## config.mk

```make
export PLATFORM = sky130hd
export DESIGN_NAME = exec_ctrl
export DESIGN_NICKNAME = d
export VERILOG_FILES = /design/src/rtl/exec_ctrl.sv
export SDC_FILE = /design/constraint.sdc
export NUM_CORES = 1
export LEC_CHECK = 0
export ABC_AREA = 1
export CORE_MARGIN = 4
export CORE_UTILIZATION = 49
export CTS_CLUSTER_DIAMETER = 40
export DETAILED_ROUTE_END_ITERATION = 10
export PLACE_DENSITY = 0.87
export SLEW_MARGIN = 20
export SYNTH_ARGS = -nofsm -noshare
export SYNTH_HDL_FRONTEND = slang
export SYNTH_SLANG_ARGS = --single-unit
```

## constraint.sdc

```tcl
create_clock -name clk -period 3.3 [get_ports clk]
set_clock_uncertainty 0.05 [all_clocks]
set_input_delay 0.66 -clock clk [delete_from_list [all_inputs] [get_ports clk]]
set_output_delay 0.66 -clock clk [all_outputs]
set_load 0.03 [all_outputs]
```

## src/rtl/exec_ctrl.sv

```systemverilog
// exec_ctrl: run/pause/step/halt sequencer for the 5-stage MIPS core.
// Decodes syscalls retiring in WB ($v0 on A, $a0 on B), drives the global
// pipeline/statistic enable, latches syscall display output, supports
// button resume / single-step and halts on an enabled-cycle watchdog.
//
// Ports:
//   clk          system clock, all state on rising edge
//   rst          synchronous active-high reset
//   syscall_t    syscall instruction in WB this cycle
//   A, B         $v0 / $a0 values accompanying syscall_t
//   strong_halt  external forced stop (level)
//   go, step     resume / single-step buttons (levels, edge-detected here)
//   cpu_en       pipeline + statistic enable
//   halt         terminal halt reached
//   timeout      halt was caused by the watchdog
//   SyscallOut   last $a0 printed by an output syscall
//   out_valid    one-cycle pulse when SyscallOut updates
//   run_cycles   number of cycles with cpu_en=1 (saturating)
//   state        00 RUN, 01 PAUSE, 10 STEP, 11 HALT
module exec_ctrl #(
  parameter logic [31:0] MAX_CYCLES = 32'hFFFF_FFFF,
  parameter logic [31:0] SYS_HALT   = 32'd10,
  parameter logic [31:0] SYS_PAUSE  = 32'd50,
  parameter logic [31:0] SYS_OUT_A  = 32'd1,
  parameter logic [31:0] SYS_OUT_B  = 32'd34
) (
  input  logic        clk,
  input  logic        rst,
  input  logic        syscall_t,
  input  logic [31:0] A,
  input  logic [31:0] B,
  input  logic        strong_halt,
  input  logic        go,
  input  logic        step,
  output logic        cpu_en,
  output logic        halt,
  output logic        timeout,
  output logic [31:0] SyscallOut,
  output logic        out_valid,
  output logic [31:0] run_cycles,
  output logic [1:0]  state
);

  typedef enum logic [1:0] {
    StRun   = 2'b00,
    StPause = 2'b01,
    StStep  = 2'b10,
    StHalt  = 2'b11
  } state_e;

  state_e      state_q, state_d;
  logic        go_q, step_q;
  logic        timeout_q, timeout_d;
  logic [31:0] out_q, out_d;
  logic        valid_q, valid_d;
  logic [31:0] cycles_q, cycles_d;

  logic go_rise, step_rise;
  logic sys_halt, sys_pause, sys_out, watchdog;

  assign cpu_en = !rst && ((state_q == StRun) || (state_q == StStep));

  assign go_rise   = go & ~go_q;
  assign step_rise = step & ~step_q;

  assign sys_halt  = cpu_en && syscall_t && (A == SYS_HALT);
  assign sys_pause = cpu_en && syscall_t && (A == SYS_PAUSE);
  assign sys_out   = cpu_en && syscall_t && ((A == SYS_OUT_A) || (A == SYS_OUT_B));
  // Last enabled cycle within the budget: the count reaches MAX_CYCLES at this edge.
  assign watchdog  = cpu_en && (cycles_q == (MAX_CYCLES - 32'd1));

  always_comb begin
    state_d   = state_q;
    timeout_d = timeout_q;
    out_d     = out_q;
    valid_d   = 1'b0;
    cycles_d  = cycles_q;

    if (strong_halt) begin
      state_d = StHalt;
    end else if (sys_halt) begin
      // A halt syscall coinciding with the watchdog is a clean halt, not a timeout.
      state_d = StHalt;
    end else if (watchdog) begin
      state_d   = StHalt;
      timeout_d = 1'b1;
    end else if (sys_pause) begin
      state_d = StPause;
    end else if (state_q == StStep) begin
      state_d = StPause;
    end else if ((state_q == StPause) && go_rise) begin
      state_d = StRun;
    end else if ((state_q == StPause) && step_rise) begin
      state_d = StStep;
    end

    // Output syscalls complete even when the state change is overridden.
    if (sys_out) begin
      out_d   = B;
      valid_d = 1'b1;
    end

    if (cpu_en && (cycles_q != MAX_CYCLES)) begin
      cycles_d = cycles_q + 32'd1;
    end
  end

  always_ff @(posedge clk) begin
    if (rst) begin
      state_q   <= StRun;
      go_q      <= 1'b0;
      step_q    <= 1'b0;
      timeout_q <= 1'b0;
      out_q     <= 32'd0;
      valid_q   <= 1'b0;
      cycles_q  <= 32'd0;
    end else begin
      state_q   <= state_d;
      go_q      <= go;
      step_q    <= step;
      timeout_q <= timeout_d;
      out_q     <= out_d;
      valid_q   <= valid_d;
      cycles_q  <= cycles_d;
    end
  end

  assign halt       = (state_q == StHalt);
  assign timeout    = timeout_q;
  assign SyscallOut = out_q;
  assign out_valid  = valid_q;
  assign run_cycles = cycles_q;
  assign state      = state_q;

endmodule

```

==> results.py <==
metrics = {
    "place": {
        "io_buffer_count": 139,
        "place.gp.congestion": 0.897,
        "hpwlAfterDp_um": 9210,
        "placed_cell_area_mm2": 0.00532,
        "dp_cells": 832,
    },
    "sta": {
        "rsz0062_at_grt": "false",
        "period_needed_ns": 2.46,
        "fmax_mhz": 407,
        "relSlewSlack_pct": 66.1,
        "worstMarginPinSlew_ns": 0.505,
        "hold_viol_final": 0,
        "tns_ns": 0,
        "fin_crit_sh_pct": 74.4,
        "final-setup-viol-count": 0,
        "finalMaxSlewViolations": 0,
    },
    "yosys": {
        "synth.area.mux_share_pct": 0,
        "synth_xor_area_share_pct": 2.25,
        "syn_inst": 606,
        "synth-main-ff-cell": "dfxtp_1",
        "synth_edf_count": 0,
        "synth-simple-area-share_pct": 42.1,
        "ys_ff_latch": 70,
        "ys_seq_area_share_pct": 36.0,
        "syn_area_per_cell_um2": 6.42,
        "syn_area_mm2": 0.00389,
        "async_flop_share_pct": 0,
        "synth_fp_nets": 678,
        "netlist-cell-type-count": 38,
        "yosys_warnings": 0,
        "yosys.area_share.adder_pct": 0.643,
        "synth_top_family_by_area": "simple AND/OR/NAND/NOR gates",
        "synth-compound-area-share_pct": 9.97,
    },
    "die": {
        "row_count": 32,
        "start_util_pct": 50.4,
        "chipHeight_um": 97.1,
        "fp.dieArea_mm2": 0.00943,
        "ioPinCount": 140,
        "die_w_um": 97.1,
        "coreArea_mm2": 0.00773,
    },
    "clocking": {
        "post_cts_buffers": 0,
        "cts_inserted_buffers": 9,
        "cts.hold.buffers_added": 0,
        "clk_pin_slew_ns": 0.08,
        "htreeDepth": 3,
        "clkSinkCount": 70,
        "clock_latency_ns": 0.34,
        "cts_root_buffer": "clkbuf_8",
        "cts_tree": "done",
        "cts_resized": 0,
        "clock_path_buffers": 2,
    },
    "worst_setup_path": {
        "cp_slowest_stage_delay_ns": 0.61,
        "path_max_fanout": 32,
        "slowest_stage": "clkdlybuf4s50_1",
        "cp_top_family": "buffers and inverters",
        "cp_common_cell": "nand2_2",
        "crit_path_end_kind": "register",
        "cp_num_buf_inv": 2,
        "crit_arrival_ns": 2.65,
        "path_class": "input port to register",
        "crit_path_start_kind": "input port",
        "crit_chain": "clkdlybuf4s50_1 > nor2_8 > nand2_2 > nor2_2 > nand2_2 > nor2_4 > nand2_2 > clkinv_2 > nor2_1 > nor2_1",
        "critPathRequiredTime_ns": 3.49,
    },
    "drt": {
        "vias_per_cell": 5.15,
        "vias": 4367,
        "wl_per_cell_um": 14.0,
        "drcViolationCount": 0,
        "initialDrtViolationCount": 187,
        "ant_nets": 0,
        "routed_wl_um": 11800,
        "drt-pass1-iter-count": 5,
    },
    "outcome": {
        "outcome": "complete, no violations",
    },
    "hold_path": {
        "worstHoldPathType": "register to register",
    },
    "power_and_ir_drop": {
        "peakVddDrop_uv": 241,
        "powerDensity_mw_per_mm2": 321,
        "p_leak_nw": 2.12,
    },
    "job": {
        "max_cap_viol_count": 0,
    },
    "cells_and_area": {
        "fin_nets": 813,
        "stdcell_area_mm2": 0.00552,
        "final_cells": 848,
        "final_util_pct": 71.4,
        "syn_to_final_growth_pct": 41.8,
        "drive_gt1_share_pct": 6.84,
        "diodes": 0,
    },
    "global_route": {
        "grt_usage_pct": 24.8,
        "gr-total-overflow": 0,
        "grt_first_pass_wirelength_um": 19600,
        "grt_pass1_vias": 4327,
        "antenna_found_initial": 0,
        "grt_max_degree": 40,
    },
}
## cells in the mapped netlist, types with 2 or more instances
cell,number,area [um2]
a21oi_1,25,125
and3_1,2,12.5
buf_2,5,25.0
buf_4,2,15.0
buf_6,4,45.0
clkbuf_1,6,22.5
dfxtp_1,70,1400
ha_1,2,25.0
inv_1,61,229
nand2_1,144,541
nand2_2,8,50.1
nand2_4,2,22.5
nand3_1,21,105
nand3b_1,6,45.0
nand4_1,8,50.1
nor2_1,145,544
nor2_2,4,25.0
nor2_4,5,56.3
nor2_8,2,40.0
nor3_1,12,60.1
nor3_2,3,30.0
o21ai_0,13,65.1
o21ai_1,32,160
or2_2,2,12.5
xnor2_1,3,26.3
xor2_1,7,61.3
## worst paths after layout
| path | startpoint | to | slack (ns) | depth (start not counted) |
|---|---|---|---|---|
| max | rst | SyscallOut[24] | 0.84 | 10 |
| min | timeout | timeout | 0.42 | 1 |
| max reg2reg | state[0] | SyscallOut[24] | 1.20 | 9 |
| min reg2reg | timeout | timeout | 0.42 | 1 |
## routing by layer
metal  part of all wire [%]  wire (um)  up-vias  GRT usage, %
li1                       -          -     2180             -
met1                     41       4840     2003          28.7
met2                     50       5950      163          44.5
met3                    6.9        819       21          6.10
met4                    1.9        225        0          8.21
met5                      0          0        -             0
## final cells by class
| class | instances | area, um2 |
|---|---|---|
| clock buffers | 9 | 124 |
| well taps | 102 | 128 |
| clock inverters | 7 | 73.8 |
| repair buffers | 142 | 1410 |
| inverters | 63 | 240 |
| flip-flops and latches | 70 | 1400 |
| fillers | 660 | 2210 |
| multi-input cells | 455 | 2140 |
## cells by family (layout without fill, tap and decap cells)
| logic type | after synthesis | count (layout) |
|---|---|---|
| buffers and inverters | 81 | 221 |
| flip-flops | 70 | 70 |
| AO/OA/AOI/OAI | 75 | 75 |
| AND/OR/NAND/NOR | 368 | 368 |
| XOR/XNOR | 10 | 10 |
| adder cells (fa/ha/maj) | 2 | 2 |
## where the power goes
group	total, mW	switching, mW	internal, mW
registers	0.859	0.00850	0.850
clock network	0.695	0.343	0.352
logic	0.219	0.108	0.112
## flip-flops by register name (all words and copies together) (netlist names)
register    count
SyscallOut     32
go_q            1
out_valid       1
run_cycles     32
state           2
step_q          1
timeout         1
## cells in the final DEF, fill, tap and decap left out, drive strengths merged
| cell type | instances |
|---|---|
| nand3b | 6 |
| bufinv | 1 |
| or2 | 2 |
| xor2 | 7 |
| inv | 63 |
| nor3b | 1 |
| o21ai | 45 |
| ha | 2 |
| a21oi | 26 |
| nand3 | 22 |
| nor3 | 15 |
| nand4 | 8 |
| and3 | 2 |
| clkdlybuf4s50 | 138 |
| a21o | 1 |
| clkbuf | 9 |
| a31oi | 1 |
| dfxtp | 70 |
| nor4 | 1 |
| xnor2 | 3 |
| clkinvlp | 1 |
| nand2 | 155 |
| buf | 4 |
| nor2 | 156 |
| o21bai | 1 |
| clkinv | 5 |
| o21a | 1 |
## stage by stage
step / hold WS (ns) / worst slack (ns) / power, mW
2_1_floorplan: 0.542 / 1.31 / 0.975
3_3_place_gp: 0.398 / 0.579 / 1.09
3_5_place_dp: 0.409 / 0.466 / 1.10
4_1_cts: 0.428 / 0.834 / 1.78
5_1_grt: 0.456 / 0.698 / 1.85
6_report: 0.421 / 0.844 / 1.77
Note: power is estimated with default switching activity, not from simulation.
==> patch 1 (config.mk and constraints unchanged) <==
Register the output `halt`, with the module's reset; this adds one clock of latency there. The other outputs are not delayed to match.
--- a/src/rtl/exec_ctrl.sv
+++ b/src/rtl/exec_ctrl.sv
@@ -126,5 +126,11 @@
   end
 
-  assign halt       = (state_q == StHalt);
+  always_ff @(posedge clk) begin
+    if (rst) begin
+      halt <= '0;
+    end else begin
+      halt <= (state_q == StHalt);
+    end
+  end
   assign timeout    = timeout_q;
   assign SyscallOut = out_q;
Check against the original RTL: not equivalent (Yosys sat finds a counterexample within 4 cycles, from zero or initial values and one cycle with rst high).
==> patch 1 against the original RTL <==
Power rose by 4.0%; worst setup slack gained 0.11 ns; synthesized area decreased by 1.7%; sequential cell count up 1; cell area shrank 0.95%; core utilization increased by 2.4 points; routed wire length is 7.7% lower; critical path depth is 9 lower; largest power group unchanged.
==> patch 1: results (changes against the original RTL) <==
stage,metric,value,unit,change
placement,routability cong.,0.889,,-0.84%
logic_synthesis,Synth cell types,31,,-18%
critical_path,critical-path maximum fanout,5,,-84%
global_routing,vias in the first global route,3935,,-9.1%
global_routing,first-pass GRT wire length,17.7,mm,-9.6%
logic_synthesis,register area share after synthesis,0.372,,+0.0115
global_routing,initial antenna violation count,0,,unchanged
global_routing,largest net degree at the start of global routing,49,,+23%
detailed_routing,drt initial violations,247,,+32%
timing,Max-slew headroom,0.550,,-0.110
critical_path,max incr delay on CP,0.75,ns,+0.14 ns
status,status,"finished, final reports clean",,
timing,crit share post-route,0.712,,-0.0325
logic_synthesis,Synth Area in XOR/XNOR,0.0229,,+0.000390
clocking,clock-pin slew on the worst setup and hold paths,0.07,ns,
critical_path,reg2reg setup slack,1.26,ns,+0.06 ns
global_routing,total global routing track utilization,0.240,,-0.00751
placement,detailed placement HPWL,8.24,mm,-11%
detailed_routing,DR vias/cell,5.06,,-1.7%
layout,Final Util,0.738,,+0.0237
critical_path,slowest CP cell,clkdlybuf4s50_1,,
placement,placed cell area,5250,um2,-1.4%
logic_synthesis,Syn Nets,668,,-1.5%
logic_synthesis,Compound-Gate Fraction of Synth Area,0.0926,,-0.00710
layout,share of layout cells above drive strength 1,0.0571,,-0.0112
layout,Layout fillers,604,,-8.5%
logic_synthesis,Post-synth top cells,"nor2_1, nand2_1, dfxtp_1",,
logic_synthesis,largest cells by area after synthesis,"dfxtp_1, nor2_1, nand2_1, inv_1, o21ai_0",,
power,LEAKAGE,2.11,nW,-0.46%
logic_synthesis,Post-Synth Adder-Cell Area,0.00654,,+0.000111
placement,dpl ws,0.335,ns,-0.132 ns
power,peak supply drop,0.223,mV,-7.2%
clocking,Clock H-tree levels,3,,unchanged
layout,NumNets Final,802,,-1.4%
-- patch 1: kinds of logic (layout without fill, tap and decap cells) --
group                    Yosys count  count (layout)
buffers and inverters             79             218
adder cells (fa/ha/maj)            2               2
XOR/XNOR                          10              10
AO/OA/AOI/OAI                     70              70
AND/OR/NAND/NOR                  364             364
flip-flops                        71              71
-- patch 1: layout make-up --
| class | instances | share of cell area |
|---|---|---|
| Multi-Input combinational cell | 446 | 0.378 |
| Sequential cell | 71 | 0.260 |
| Timing Repair Buffer | 141 | 0.257 |
| Inverter | 61 | 0.0424 |
| Clock buffer | 9 | 0.0227 |
| Tap cell | 99 | 0.0227 |
| Clock inverter | 7 | 0.0174 |
-- patch 1: worst paths after layout --
check / from / end / depth (start not counted)
min reg2reg: timeout / timeout / 1
max: state[0] / state[0] / 1
min: timeout / timeout / 1
max reg2reg: run_cycles[1] / run_cycles[17] / 11
-- patch 1: per-stage QoR --
stage	instances	total power [mW]	hold WS, ns
floorplan	596	0.983	0.542
global placement	818	1.09	0.399
detailed placement	818	1.10	0.404
CTS	834	1.85	0.420
global route	834	1.91	0.440
finish	834	1.84	0.419
-- patch 1: where the power goes --
group	switching [mW]	internal, mW
registers	0.00792	0.863
logic	0.101	0.108
clock network	0.337	0.427
total	0.445	1.40
-- patch 1: metal layers --
layer | GRT usage | part of all wire | vias up
met5 | 0 | 0 | -
met4 | 0.0981 | 0.025 | 0
met3 | 0.0782 | 0.094 | 24
met2 | 0.399 | 0.47 | 177
met1 | 0.285 | 0.41 | 1882
li1 | - | - | 2137
==> patch 2 (config.mk and constraints unchanged) <==
Made on the original files. Set the parameter `MAX_CYCLES` to 32'h7FFFFFFF (it was 32'hFFFF_FFFF).
--- a/src/rtl/exec_ctrl.sv
+++ b/src/rtl/exec_ctrl.sv
@@ -19,5 +19,5 @@
 //   state        00 RUN, 01 PAUSE, 10 STEP, 11 HALT
 module exec_ctrl #(
-  parameter logic [31:0] MAX_CYCLES = 32'hFFFF_FFFF,
+  parameter logic [31:0] MAX_CYCLES = 32'h7FFFFFFF,
   parameter logic [31:0] SYS_HALT   = 32'd10,
   parameter logic [31:0] SYS_PAUSE  = 32'd50,
Function: no difference found for any inputs over 10 cycles, from zero or initial values and one cycle with rst high; that may be too few to reach the edited logic, so the function may still have changed.
==> patch 2 against the original RTL <==
Worst setup slack improved by 0.11 ns; count of clock-buffer cells in the layout rose by 1; synthesized area shrank 4.8%; via count is 4.1% lower; core utilization grew 1.2 points; routed wire length shrank 4.6%; power fell by 1.5%; sequential cell count unchanged; cell area is 4.0% lower; sequential share of layout area increased by 1.1 points; sequential power about the same; largest power group unchanged.
==> patch 2: results (changes against the original RTL) <==
stage,metric,value,unit,change
logic_synthesis,YS warnings,0,,unchanged
hold_path,Worst Hold Depth,2,,+1
placement,detailed placement HPWL,8.65,mm,-6.1%
logic_synthesis,largest cells by area after synthesis,"dfxtp_1, nor2_1, nand2_1, inv_1, o21ai_0",,
critical_path,max incr delay on CP,0.69,ns,+0.08 ns
timing,worst slew pin tran,0.785,ns,+0.279 ns
logic_synthesis,Post-synth top cells,"nor2_1, nand2_1, dfxtp_1",,
critical_path,RR Endpoint,run_cycles[14],,
global_routing,largest net degree at the start of global routing,44,,+10%
layout,final std cells w/o fill,810,,-4.5%
global_routing,met1 usage,0.287,,about the same
critical_path,crit path launch,state[0],,
critical_path,Setup crit end,halt,,
power,peak supply drop,0.275,mV,+14%
detailed_routing,wl on met1,4.47,mm,-7.7%
logic_synthesis,Compound-Gate Fraction of Synth Area,0.101,,+0.000997
layout,NumNets Final,779,,-4.2%
logic_synthesis,Synth cell types,32,,-16%
hold_path,hold path start,SyscallOut[16],,
logic_synthesis,Synth Area in XOR/XNOR,0.0307,,+0.00824
detailed_routing,DR vias,4188,,-4.1%
critical_path,R2R depth,9,,unchanged
layout,share of layout cells above drive strength 1,0.0577,,-0.0107
critical_path,critical-path maximum fanout,6,,-81%
placement,placed cell area,5100,um2,-4.1%
global_routing,vias in the first global route,3983,,-8.0%
placement,routability cong.,0.912,,+1.7%
power,LEAKAGE,1.97,nW,-6.9%
logic_synthesis,Post-Synth Adder-Cell Area,0.00676,,+0.000326
placement,Cell Count Post-Placement,795,,-4.4%
clocking,clock-pin slew on the worst setup and hold paths,0.07,ns,
critical_path,Crit path max-delay family,buffers and inverters,,
logic_synthesis,Syn Area/Cell,6.49,um2,+1.0%
detailed_routing,drt initial violations,241,,+29%
critical_path,Crit Reg-Reg Startpoint,run_cycles[0],,
global_routing,grt met2 use,0.446,,+0.00147
critical_path,WP buf/inv,2,,unchanged
global_routing,first-pass GRT wire length,17.9,mm,-8.5%
critical_path,"Arr. time, crit path",1.64,ns,-1.01 ns
status,status,"finished, final reports clean",,
detailed_routing,WL met3,851,um,+3.9%
logic_synthesis,register area share after synthesis,0.378,,+0.0182
global_routing,M3 GR Usage,0.0566,,-0.00445
hold_path,Hold Path End,SyscallOut[16],,
timing,hold_ws,0.436,ns,+0.0146 ns
detailed_routing,met2 WL,5.74,mm,-3.6%
detailed_routing,Routed WL,11.3,mm,-4.6%
## patch 2: cell types whose count changed after synthesis, sizes merged, moves of 2 or more
cell    change
o21ai       -3
nor2        -7
nor3        -2
inv         -8
nand2      -16
nand3b      -2
xor2        +2
## patch 2: area by class of cell
| cell class | instances | area (um2) |
|---|---|---|
| fillers | 619 | 2000 |
| multi-input cells | 429 | 1950 |
| repair buffers | 143 | 1420 |
| flip-flops and latches | 70 | 1400 |
| inverters | 54 | 205 |
| clock buffers | 10 | 138 |
| well taps | 99 | 124 |
| clock inverters | 5 | 57.6 |
## patch 2: report_power, final
group          switching (mW)  total, mW  internal [mW]
clock                   0.315      0.683          0.368
combinational          0.0958      0.205          0.109
sequential            0.00792      0.858          0.850
total                   0.419       1.75           1.33
## patch 2: stage by stage
stage          setup slack [ns]  power, mW
3_3_place_gp              0.786       1.08
5_1_grt                   0.856       1.81
2_1_floorplan              1.29      0.964
3_5_place_dp              0.684       1.08
6_report                  0.954       1.75
4_1_cts                   0.943       1.76
